--- config.mk ---
export PLATFORM = sky130hd
export DESIGN_NAME = ccu_snoop_responder
export DESIGN_NICKNAME = d
export VERILOG_FILES = /design/src/rtl/ccu_pkg.sv /design/src/rtl/ccu_cd_serializer.sv /design/src/rtl/ccu_snoop_responder.sv
export SDC_FILE = /design/constraint.sdc
export NUM_CORES = 1
export LEC_CHECK = 0
export CAP_MARGIN = 30
export CELL_PAD_IN_SITES_DETAIL_PLACEMENT = 0
export CELL_PAD_IN_SITES_GLOBAL_PLACEMENT = 2
export CORE_AREA = 2 2 308 310
export CTS_CLUSTER_DIAMETER = 80
export DETAILED_ROUTE_END_ITERATION = 8
export DIE_AREA = 0 0 310 312
export PLACE_DENSITY = 0.75
export SLEW_MARGIN = 20
export SYNTH_ARGS = -nofsm -noshare
export SYNTH_HDL_FRONTEND = slang
export SYNTH_SLANG_ARGS = --single-unit
--- constraint.sdc ---
create_clock -name clk_i -period 19.4 [get_ports clk_i]
set_clock_uncertainty 0.1 [all_clocks]
set_input_delay 1.94 -clock clk_i [delete_from_list [all_inputs] [get_ports clk_i]]
set_output_delay 1.94 -clock clk_i [all_outputs]
set_load 0.01 [all_outputs]
--- src/rtl/ccu_pkg.sv ---
// Shared ACE snoop definitions: CRRESP bit positions, ACSNOOP codes, state-update ops,
// default channel structs and the snoop response decode.
package ccu_pkg;

  localparam int unsigned AceAddrWidth = 64;
  localparam int unsigned AceDataWidth = 128;

  localparam int unsigned CR_DT  = 0;
  localparam int unsigned CR_ERR = 1;
  localparam int unsigned CR_PD  = 2;
  localparam int unsigned CR_IS  = 3;
  localparam int unsigned CR_WU  = 4;

  localparam logic [3:0] SNP_READ_ONCE        = 4'b0000;
  localparam logic [3:0] SNP_READ_SHARED      = 4'b0001;
  localparam logic [3:0] SNP_READ_CLEAN       = 4'b0010;
  localparam logic [3:0] SNP_READ_NOT_SHR_DIRTY = 4'b0011;
  localparam logic [3:0] SNP_READ_UNIQUE      = 4'b0111;
  localparam logic [3:0] SNP_CLEAN_SHARED     = 4'b1000;
  localparam logic [3:0] SNP_CLEAN_INVALID    = 4'b1001;
  localparam logic [3:0] SNP_MAKE_INVALID     = 4'b1101;

  typedef enum logic [1:0] {
    UPD_NONE              = 2'd0,
    UPD_INVALIDATE        = 2'd1,
    UPD_MAKE_CLEAN_SHARED = 2'd2
  } snoop_upd_op_e;

  typedef struct packed {
    logic [AceAddrWidth-1:0] addr;
    logic [3:0]              snoop;
    logic [2:0]              prot;
  } ace_ac_chan_t;

  typedef struct packed {
    logic [AceDataWidth-1:0] data;
    logic                    last;
  } ace_cd_chan_t;

  typedef struct packed {
    logic         ac_valid;
    ace_ac_chan_t ac;
    logic         cr_ready;
    logic         cd_ready;
  } snoop_req_default_t;

  typedef struct packed {
    logic         ac_ready;
    logic         cr_valid;
    logic [4:0]   cr_resp;
    logic         cd_valid;
    ace_cd_chan_t cd;
  } snoop_resp_default_t;

  typedef struct packed {
    logic [4:0]    cr_resp;
    logic          dt;
    logic          upd;
    snoop_upd_op_e upd_op;
  } snoop_decision_t;

  function automatic logic snoop_legal(input logic [3:0] snoop);
    case (snoop)
      SNP_READ_ONCE, SNP_READ_SHARED, SNP_READ_CLEAN, SNP_READ_NOT_SHR_DIRTY,
      SNP_READ_UNIQUE, SNP_CLEAN_SHARED, SNP_CLEAN_INVALID, SNP_MAKE_INVALID: return 1'b1;
      default: return 1'b0;
    endcase
  endfunction

  function automatic snoop_decision_t snoop_decode(input logic [3:0] snoop, input logic hit,
                                                   input logic dirty, input logic shared);
    snoop_decision_t d;
    d = '0;
    d.upd_op = UPD_NONE;
    if (!snoop_legal(snoop)) begin
      d.cr_resp[CR_ERR] = 1'b1;
    end else if (hit) begin
      d.cr_resp[CR_WU] = ~shared;
      case (snoop)
        SNP_READ_SHARED: begin
          d.dt = 1'b1;
          d.cr_resp[CR_IS] = 1'b1;
          d.cr_resp[CR_PD] = dirty;
          d.upd = 1'b1;
          d.upd_op = UPD_MAKE_CLEAN_SHARED;
        end
        SNP_READ_UNIQUE, SNP_CLEAN_INVALID: begin
          d.dt = 1'b1;
          d.cr_resp[CR_PD] = dirty;
          d.upd = 1'b1;
          d.upd_op = UPD_INVALIDATE;
        end
        SNP_CLEAN_SHARED: begin
          d.dt = dirty;
          d.cr_resp[CR_PD] = dirty;
          d.cr_resp[CR_IS] = 1'b1;
          d.upd = dirty;
          d.upd_op = UPD_MAKE_CLEAN_SHARED;
        end
        SNP_MAKE_INVALID: begin
          d.upd = 1'b1;
          d.upd_op = UPD_INVALIDATE;
        end
        default: begin
          // ReadOnce, ReadClean, ReadNotSharedDirty: copy out, keep the line as is
          d.dt = 1'b1;
          d.cr_resp[CR_IS] = 1'b1;
        end
      endcase
      d.cr_resp[CR_DT] = d.dt;
    end
    return d;
  endfunction

endpackage

--- src/rtl/ccu_cd_serializer.sv ---
// Holds one cache line and streams it on the CD channel, least significant beat first.
module ccu_cd_serializer
  import ccu_pkg::*;
#(
  parameter int unsigned LineWidth = 512,
  parameter int unsigned BeatWidth = 128
) (
  input  logic                 clk_i,
  input  logic                 rst_i,
  input  logic                 load_i,
  input  logic [LineWidth-1:0] line_i,
  input  logic                 start_i,
  input  logic                 cd_ready_i,
  output logic                 cd_valid_o,
  output logic [BeatWidth-1:0] cd_data_o,
  output logic                 cd_last_o,
  output logic                 done_o
);

  localparam int unsigned NumBeats = LineWidth / BeatWidth;
  localparam int unsigned CntW     = (NumBeats > 1) ? $clog2(NumBeats) : 1;

  logic [LineWidth-1:0] line_q, line_d;
  logic [CntW-1:0]      cnt_q, cnt_d;
  logic                 active_q, active_d;

  always_comb begin
    line_d     = line_q;
    cnt_d      = cnt_q;
    active_d   = active_q;
    done_o     = 1'b0;
    cd_valid_o = active_q;
    cd_last_o  = (cnt_q == CntW'(NumBeats - 1));
    cd_data_o  = line_q[BeatWidth * int'(cnt_q) +: BeatWidth];
    if (load_i) line_d = line_i;
    if (start_i) active_d = 1'b1;
    if (active_q && cd_ready_i) begin
      if (cd_last_o) begin
        active_d = 1'b0;
        cnt_d    = '0;
        done_o   = 1'b1;
      end else begin
        cnt_d = cnt_q + CntW'(1);
      end
    end
  end

  always_ff @(posedge clk_i or posedge rst_i) begin
    if (rst_i) begin
      line_q   <= '0;
      cnt_q    <= '0;
      active_q <= 1'b0;
    end else begin
      line_q   <= line_d;
      cnt_q    <= cnt_d;
      active_q <= active_d;
    end
  end

endmodule

--- src/rtl/ccu_snoop_responder.sv ---
// Cache-side ACE snoop responder: looks up the snooped line, answers on CR, streams data on CD
// and issues the resulting line-state update. One snoop in flight at a time.
module ccu_snoop_responder
  import ccu_pkg::*;
#(
  parameter int unsigned DcacheLineWidth = 512,
  parameter int unsigned AxiDataWidth    = AceDataWidth,
  parameter int unsigned AxiAddrWidth    = AceAddrWidth,
  parameter type         snoop_req_t     = snoop_req_default_t,
  parameter type         snoop_resp_t    = snoop_resp_default_t
) (
  input  logic                       clk_i,
  input  logic                       rst_i,
  input  snoop_req_t                 snoop_req_i,
  output snoop_resp_t                snoop_resp_o,
  output logic                       lkp_valid_o,
  input  logic                       lkp_ready_i,
  output logic [AxiAddrWidth-1:0]    lkp_addr_o,
  input  logic                       lkp_rvalid_i,
  input  logic                       lkp_hit_i,
  input  logic                       lkp_dirty_i,
  input  logic                       lkp_shared_i,
  output logic                       data_req_o,
  input  logic                       data_gnt_i,
  input  logic                       data_rvalid_i,
  input  logic [DcacheLineWidth-1:0] data_rdata_i,
  output logic                       upd_valid_o,
  input  logic                       upd_ready_i,
  output snoop_upd_op_e              upd_op_o
);

  localparam int unsigned LineOffW = $clog2(DcacheLineWidth / 8);
  localparam logic [AxiAddrWidth-1:0] LineMask = {AxiAddrWidth{1'b1}} << LineOffW;

  typedef enum logic [2:0] {
    StIdle, StLkp, StLkpWait, StDataReq, StDataWait, StCr, StCd, StUpd
  } state_e;

  state_e                  state_q, state_d;
  logic [AxiAddrWidth-1:0] addr_q, addr_d;
  logic [3:0]              snoop_q, snoop_d;
  logic                    hit_q, hit_d, dirty_q, dirty_d, shared_q, shared_d;

  snoop_decision_t   dec, lkp_dec;
  logic              ac_ready, cr_valid;
  logic              ser_load, ser_start, ser_done, cd_valid, cd_last;
  logic [AxiDataWidth-1:0] cd_data;
  logic              unused_prot;

  assign unused_prot = ^snoop_req_i.ac.prot;

  assign dec     = snoop_decode(snoop_q, hit_q, dirty_q, shared_q);
  assign lkp_dec = snoop_decode(snoop_q, lkp_hit_i, lkp_dirty_i, lkp_shared_i);

  always_comb begin
    state_d     = state_q;
    addr_d      = addr_q;
    snoop_d     = snoop_q;
    hit_d       = hit_q;
    dirty_d     = dirty_q;
    shared_d    = shared_q;
    ac_ready    = 1'b0;
    cr_valid    = 1'b0;
    lkp_valid_o = 1'b0;
    data_req_o  = 1'b0;
    upd_valid_o = 1'b0;
    ser_load    = 1'b0;
    ser_start   = 1'b0;
    unique case (state_q)
      StIdle: begin
        ac_ready = 1'b1;
        if (snoop_req_i.ac_valid) begin
          addr_d   = AxiAddrWidth'(snoop_req_i.ac.addr) & LineMask;
          snoop_d  = snoop_req_i.ac.snoop;
          hit_d    = 1'b0;
          dirty_d  = 1'b0;
          shared_d = 1'b0;
          // Unknown snoops skip the lookup and answer with an error response
          state_d  = snoop_legal(snoop_req_i.ac.snoop) ? StLkp : StCr;
        end
      end
      StLkp: begin
        lkp_valid_o = 1'b1;
        if (lkp_ready_i) begin
          if (lkp_rvalid_i) begin
            hit_d    = lkp_hit_i;
            dirty_d  = lkp_dirty_i;
            shared_d = lkp_shared_i;
            state_d  = lkp_dec.dt ? StDataReq : StCr;
          end else begin
            state_d = StLkpWait;
          end
        end
      end
      StLkpWait: begin
        if (lkp_rvalid_i) begin
          hit_d    = lkp_hit_i;
          dirty_d  = lkp_dirty_i;
          shared_d = lkp_shared_i;
          state_d  = lkp_dec.dt ? StDataReq : StCr;
        end
      end
      StDataReq: begin
        data_req_o = 1'b1;
        if (data_gnt_i) state_d = StDataWait;
      end
      StDataWait: begin
        if (data_rvalid_i) begin
          ser_load = 1'b1;
          state_d  = StCr;
        end
      end
      StCr: begin
        cr_valid = 1'b1;
        if (snoop_req_i.cr_ready) begin
          if (dec.dt) begin
            ser_start = 1'b1;
            state_d   = StCd;
          end else if (dec.upd) begin
            state_d = StUpd;
          end else begin
            state_d = StIdle;
          end
        end
      end
      StCd: begin
        if (ser_done) state_d = dec.upd ? StUpd : StIdle;
      end
      StUpd: begin
        upd_valid_o = 1'b1;
        if (upd_ready_i) state_d = StIdle;
      end
      default: state_d = StIdle;
    endcase
  end

  always_ff @(posedge clk_i or posedge rst_i) begin
    if (rst_i) begin
      state_q  <= StIdle;
      addr_q   <= '0;
      snoop_q  <= '0;
      hit_q    <= 1'b0;
      dirty_q  <= 1'b0;
      shared_q <= 1'b0;
    end else begin
      state_q  <= state_d;
      addr_q   <= addr_d;
      snoop_q  <= snoop_d;
      hit_q    <= hit_d;
      dirty_q  <= dirty_d;
      shared_q <= shared_d;
    end
  end

  ccu_cd_serializer #(
    .LineWidth(DcacheLineWidth),
    .BeatWidth(AxiDataWidth)
  ) u_cd_serializer (
    .clk_i     (clk_i),
    .rst_i     (rst_i),
    .load_i    (ser_load),
    .line_i    (data_rdata_i),
    .start_i   (ser_start),
    .cd_ready_i(snoop_req_i.cd_ready),
    .cd_valid_o(cd_valid),
    .cd_data_o (cd_data),
    .cd_last_o (cd_last),
    .done_o    (ser_done)
  );

  assign lkp_addr_o = addr_q;
  assign upd_op_o   = (state_q == StUpd) ? dec.upd_op : UPD_NONE;

  always_comb begin
    snoop_resp_o          = '0;
    snoop_resp_o.ac_ready = ac_ready & ~rst_i;
    snoop_resp_o.cr_valid = cr_valid;
    snoop_resp_o.cr_resp  = cr_valid ? dec.cr_resp : 5'b0;
    snoop_resp_o.cd_valid = cd_valid;
    snoop_resp_o.cd.data  = cd_data;
    snoop_resp_o.cd.last  = cd_last;
  end

endmodule
; ---- Word-level counts from Yosys, hierarchy flattened
; Memories as Yosys holds them, arrays and structs flattened.
; Index checks and enable logic that the tools add are counted.
[totals]
mem_bits_ro = 48
mem_count = 3
out_inout_bits = 206
wordCells = 103
register_bits = 583
input_bits = 596
[memory_table]
columns = memory, depth, word_bits, rd, rd_clocked_by_memory_dff, write_ports, line_no
row1 = (no name shown), 16, 1, 1, 0, 0, ccu_pkg.sv:63  ; case (snoop)
row2 = (no name shown), 16, 1, 1, 0, 0, ccu_pkg.sv:63
row3 = (no name shown), 16, 1, 1, 0, 0, ccu_pkg.sv:63
[classes]
addsub = 1
reduce_logical = 8
n_eq_ne = 21
n_shift = 1
n_bitwise = 3
mux = 57
[ops]
columns = operator, count
row1 = 512-bit by 10-bit indexed part select with 128-bit output, 1
row2 = 3-bit 2-to-1 mux, 15
row3 = 1-bit 2-to-1 mux, 27
row4 = 3-bit case mux with 8 select lines, 1
row5 = 3-bit case mux with 3 select lines, 2
row6 = "2-bit != test, second input constant", 8
row7 = 5-bit 2-to-1 mux, 3
row8 = "3-bit equality test, second input constant", 4
row9 = "4-bit equality test, second input constant", 3
row10 = 1-bit case mux with 3 select lines, 3
row11 = 4-bit 2-to-1 mux, 2
row12 = 8-bit AND reduction, 1
row13 = "3-bit by 2-bit equality test with 1-bit output, second input constant", 2
row14 = "4-bit by 1-bit equality test with 1-bit output, second input constant", 1
row15 = "4-bit by 3-bit equality test with 1-bit output, second input constant", 1
row16 = 2-bit 2-to-1 mux, 2
row17 = 1-bit case mux with 2 select lines, 2
row18 = 4-bit OR reduction, 1
row19 = "3-bit by 1-bit equality test with 1-bit output, second input constant", 1
row20 = 3-bit zero test, 1
row21 = 3-bit AND reduction, 1
row22 = 3-bit nonzero test, 1
row23 = 3-bit OR reduction, 1
row24 = "2-bit by 1-bit adder with 2-bit output, second input constant", 1
row25 = 5 further kinds, 6

; ---- Depth between registers and ports, before layout
[logic_depth]
word_depth = 11
ltp_mapped = 7
mapped_depth_nobuf = 6

; ---- Hierarchy
; Synthesis repeated with hierarchy kept, for this count alone.
[hier_totals]
hier_cells = 1504
hier_area_um2 = 25316.8
[modules_own_cells]
columns = module, n_inst, cells_per_inst, area_per_inst_um2
row1 = ccu_cd_serializer, 1, 1250, 22171.3
row2 = ccu_snoop_responder, 1, 254, 3145.5

; ---- Worst setup path before layout
; No wires, ideal clock.
[synth_path]
path_type = input to output
from = input port rst_i
to = output port snoop_resp_o[136] (netlist name)
path_stages = 1
setup_slack_ns = 15.067
required_time_ns = 17.360
arrival_ns = 2.293
path_cell_list = nor4_1
[synth_via]
elab_chain_len = 2
[synth_rtl]
columns = element, line_no
row1 = "start, declared", ccu_snoop_responder.sv:13  ; input logic rst_i,
row2 = 1-bit inverter, ccu_snoop_responder.sv:176  ; snoop_resp_o.ac_ready = ac_ready & ~rst_i;
row3 = 1-bit AND, ccu_snoop_responder.sv:176
row4 = "end, declared", ccu_snoop_responder.sv:15  ; output snoop_resp_t snoop_resp_o,
; No other way between the ends.

; ---- Final worst setup path
[layout_path]
from = input port data_rvalid_i
to = register u_cd_serializer.line_q[201]
[layout_via]
elab_chain_len = 2
[layout_rtl]
columns = element, line_no
row1 = "start, declared", ccu_snoop_responder.sv:25  ; input logic data_rvalid_i,
row2 = 1-bit 2-to-1 mux, ccu_snoop_responder.sv:108  ; if (data_rvalid_i) begin
row3 = 1-bit 2-to-1 mux, ccu_snoop_responder.sv:69  ; unique case (state_q)
row4 = "end signal, assigned", ccu_cd_serializer.sv:54  ; line_q <= line_d;
row5 = "end, declared", ccu_cd_serializer.sv:23  ; logic [LineWidth-1:0] line_q, line_d;
; No other way between the ends.
; A chain may end at the register's enable or synchronous reset.

==> metrics.csv <==
stage,metric,value,unit
global_routing,vias in the first global route,18401,
sta,Achievable Freq,170,MHz
logic_synthesis,Synth Register Bits,583,
critical_path,Startpoint Class,input port,
logic_synthesis,post-synthesis sequential area ratio,0.577,
hold_path,worst hold endpoint,u_cd_serializer.line_q[79],
cells_and_area,Filler cells,8756,
critical_path,Critical Path RT,19.80,ns
placement,Area after DPL,34300,sq um
hold_path,min-delay src,u_cd_serializer.line_q[79],
route,WL final,78.6,mm
route,"antenna viol nets, final",0,
clock_tree,clock latency on the worst-skew pair,0.63,ns
sta,Worst Hold Slack,0.379,ns
critical_path,CP endpoint kind,register,
global_routing,pin count of the biggest net entering global routing,152,
global_routing,GR Util met1,0.167,
floorplanning,die height,312,microns
logic_synthesis,top_reg_cell synth,dfrtp_1,
floorplanning,die width,310,microns
logic_synthesis,Mapped Cells,1500,
sta,worst slew pin tran,0.990,ns
floorplanning,I/O pins,802,
floorplanning,die footprint,96700,sq um
logic_synthesis,"Avg Cell Area, Syn",16.9,sq um
cells_and_area,Final Cell Area,36700,sq um
critical_path,"critical path fanouts, max",68,
clock_tree,# clock sinks,583,
global_routing,initial antenna violation count,35,
hold_path,hold crit path type,reg -> reg,
cells_and_area,Final #Nets,2874,
sta,Final Critical Period,5.88,ns
cells_and_area,final core utilization,0.395,
route,post-DR vias/cell,4.50,
clock_tree,clk root buf,clkbuf_16,
clock_tree,postcts setup bufs,0,
clock_tree,number of buffers created by CTS,71,
logic_synthesis,post-synthesis compound-gate area fraction,0.00954,
logic_synthesis,Post-Synth Adder-Cell Area,0.000495,
global_routing,GR Overflow Total,0,
power,Comb power frac,0.422,
route,DRC,0,
cells_and_area,area of the multi-input gates,10000,sq um
global_routing,most used routing layer,met2,
logic_synthesis,Post-synth EDFFs,0,
logic_synthesis,Post-Synth Simple-Gate Area,0.0130,
logic_synthesis,largest family of logic cells by synthesized area,multiplexers,
power,switching pwr,1880,uW
power,leakage,0.0146,uW
logic_synthesis,ys async rst share,1.00,
sta,Final Hold Vio Count,0,
route,total vias in the final route,16188,
placement,GP Congestion,0.796,
logic_synthesis,Syn. warnings,0,
logic_synthesis,Syn Std Cell Area,25300,sq um
cells_and_area,share of cells above drive strength 1,0.344,
global_routing,met3 usage,0.0689,
route,Starting DRT DRC Count,699,
logic_synthesis,Cell variety after synth,45,
sta,unrepaired setup endpoints after global routing,no,
route,WL per Instance,21.9,microns
cells_and_area,Syn-to-layout area delta,45.1,%
critical_path,"Data arrival, critical path",6.29,ns
power,worst vdd ir,0.0927,mV
route,First-pass DRT Iterations,4,
power,Seq pwr share,0.361,
logic_synthesis,mux contribution to synthesized area,0.371,
sta,Tcrit/Tclk final,0.303,
sta,final setup violation count,0,
global_routing,first-pass GRT wire length,117,mm
clock_tree,post-cts sizing count,0,
critical_path,WS Path Type,in -> reg,
status,status,"finished, final reports clean",
cells_and_area,Register Area,14600,sq um
sta,Max Slew Vio Count,0,
logic_synthesis,top cell type's share of synthesized area,0.577,
logic_synthesis,synth top area cells,"dfrtp_1 58%, mux2_2 24%, mux4_2 11%, mux2_1 1.7%, buf_4 1.6%",
placement,Detail Placement HPWL,58.2,mm
critical_path,FF-to-FF Start,state_q[0],
power,internal power,4270,uW
clock_tree,hold buffers post-CTS,0,
power,clock share of power,0.217,
logic_synthesis,xor/xnor cell area share of the yosys netlist,0.000346,
hold_path,hold depth,1,
floorplanning,number of core rows,112,
critical_path,Reg2Reg Setup Slack,14.41,ns
power,Sw Ratio,0.306,
sta,TNS Setup,0,ns
global_routing,GR Util All Layers,0.160,
clock_tree,"Reg clk slew, reported paths",0.06,ns
clock_tree,CTS tree,built,
flow_run,Max Cap Viol,0,
power,pwr/cell area,168,nW/um^2
critical_path,R2R cell count,8,
floorplanning,core area,93000,sq um
critical_path,FF-to-FF End,u_cd_serializer.line_q[201],
global_routing,GR Util met2,0.287,
logic_synthesis,leading area contributor after synthesis,dfrtp_1,
sta,worst relative slew slack,0.340,
clock_tree,CTS H-tree lvls,3,
critical_path,critical path launch point,data_rvalid_i,
placement,I/O Buffers,786,
floorplanning,Initial Util,0.272,
clock_tree,CTS Buffer Depth,3,
## power by group through the flow
stage	sequential (uW)	clock, uW	combinational, uW
after floorplan	2100	0	1590
after global placement	2210	0	2590
after detailed placement	2250	0	2640
after CTS	2230	1380	2650
after global routing	2310	1430	2770
final	2220	1340	2600
## flip-flops by register name (all words and copies together) (netlist names)
name	flops
state_q	3
lkp_addr_o	58
snoop_q	4
hit_q	1
shared_q	1
u_cd_serializer.cd_valid_o	1
u_cd_serializer.cnt_q	2
dirty_q	1
u_cd_serializer.line_q	512
## area by class of cell
cell class | instances | area share
clock buffer | 99 | 0.0545
multi-input combinational | 808 | 0.272
inverter | 4 | 0.000613
clock inverter | 23 | 0.00917
antenna | 15 | 0.00102
timing repair buffer | 809 | 0.222
sequential | 583 | 0.398
tap | 1254 | 0.0427
## stage by stage
step                setup WS, ns  std cells  power [uW]
finish                     13.52       3595        6160
global route               13.18       3591        6510
CTS                        13.53       3579        6270
floorplan                   1.05       1505        3680
global placement           12.75       3453        4800
detailed placement         12.84       3457        4890
## per-layer routing
metal	vias to the layer above	wire, microns
li1	7153	-
met1	8287	27700
met2	561	40900
met3	147	7600
met4	40	2180
met5	-	282
## worst max-delay path, cell delays in order
cell,delay (ns)
clkdlybuf4s50_1,0.49
nor3b_2,0.21
buf_4,0.70
buf_4,0.80
buf_4,0.74
buf_4,0.51
buf_16,0.33
mux2_2,0.38
## logic make-up after synthesis
| group | after synthesis |
|---|---|
| multiplexers | 705 |
| flip-flops | 583 |
| XOR/XNOR | 1 |
| AND/OR/NAND/NOR | 60 |
| other | 1 |
| buffers and inverters | 114 |
| adder cells (fa/ha/maj) | 1 |
| AO/OA/AOI/OAI | 35 |
## how the worst max path moves through the flow
stage | cells after the start | slack [ns] | endpoint
floorplan | 1 | 1.05 | dirty_q
global placement | 7 | 12.75 | u_cd_serializer.line_q[296]
detailed placement | 8 | 12.84 | u_cd_serializer.line_q[201]
CTS | 8 | 13.53 | u_cd_serializer.line_q[201]
global route | 7 | 13.18 | u_cd_serializer.line_q[299]
finish | 8 | 13.52 | u_cd_serializer.line_q[201]
## synthesized netlist by cell type, types with 6 or more instances
cell,instances
buf_2,29
a21oi_1,6
buf_6,9
nand2b_1,6
clkbuf_1,10
nor2_1,12
mux4_2,128
mux2_2,536
buf_1,7
buf_4,55
nand2_1,17
o21ai_0,12
mux2_1,39
dfrtp_1,583
## layout by cell type, fill, tap and decap left out, types with 4 or more instances in the layout
cell,count
a21oi_1,6
buf_12,4
buf_4,16
bufinv_16,6
clkbuf_1,16
clkbuf_16,71
clkbuf_8,12
clkdlybuf4s50_1,786
clkinv_2,6
clkinv_8,4
conb_1,6
dfrtp_1,581
diode_2,15
inv_6,4
mux2_1,39
mux2_2,536
mux4_2,128
nand2_1,17
nand2b_1,6
nor2_1,12
nor3_1,4
o21ai_0,12
(Power assumes the default switching activity.)
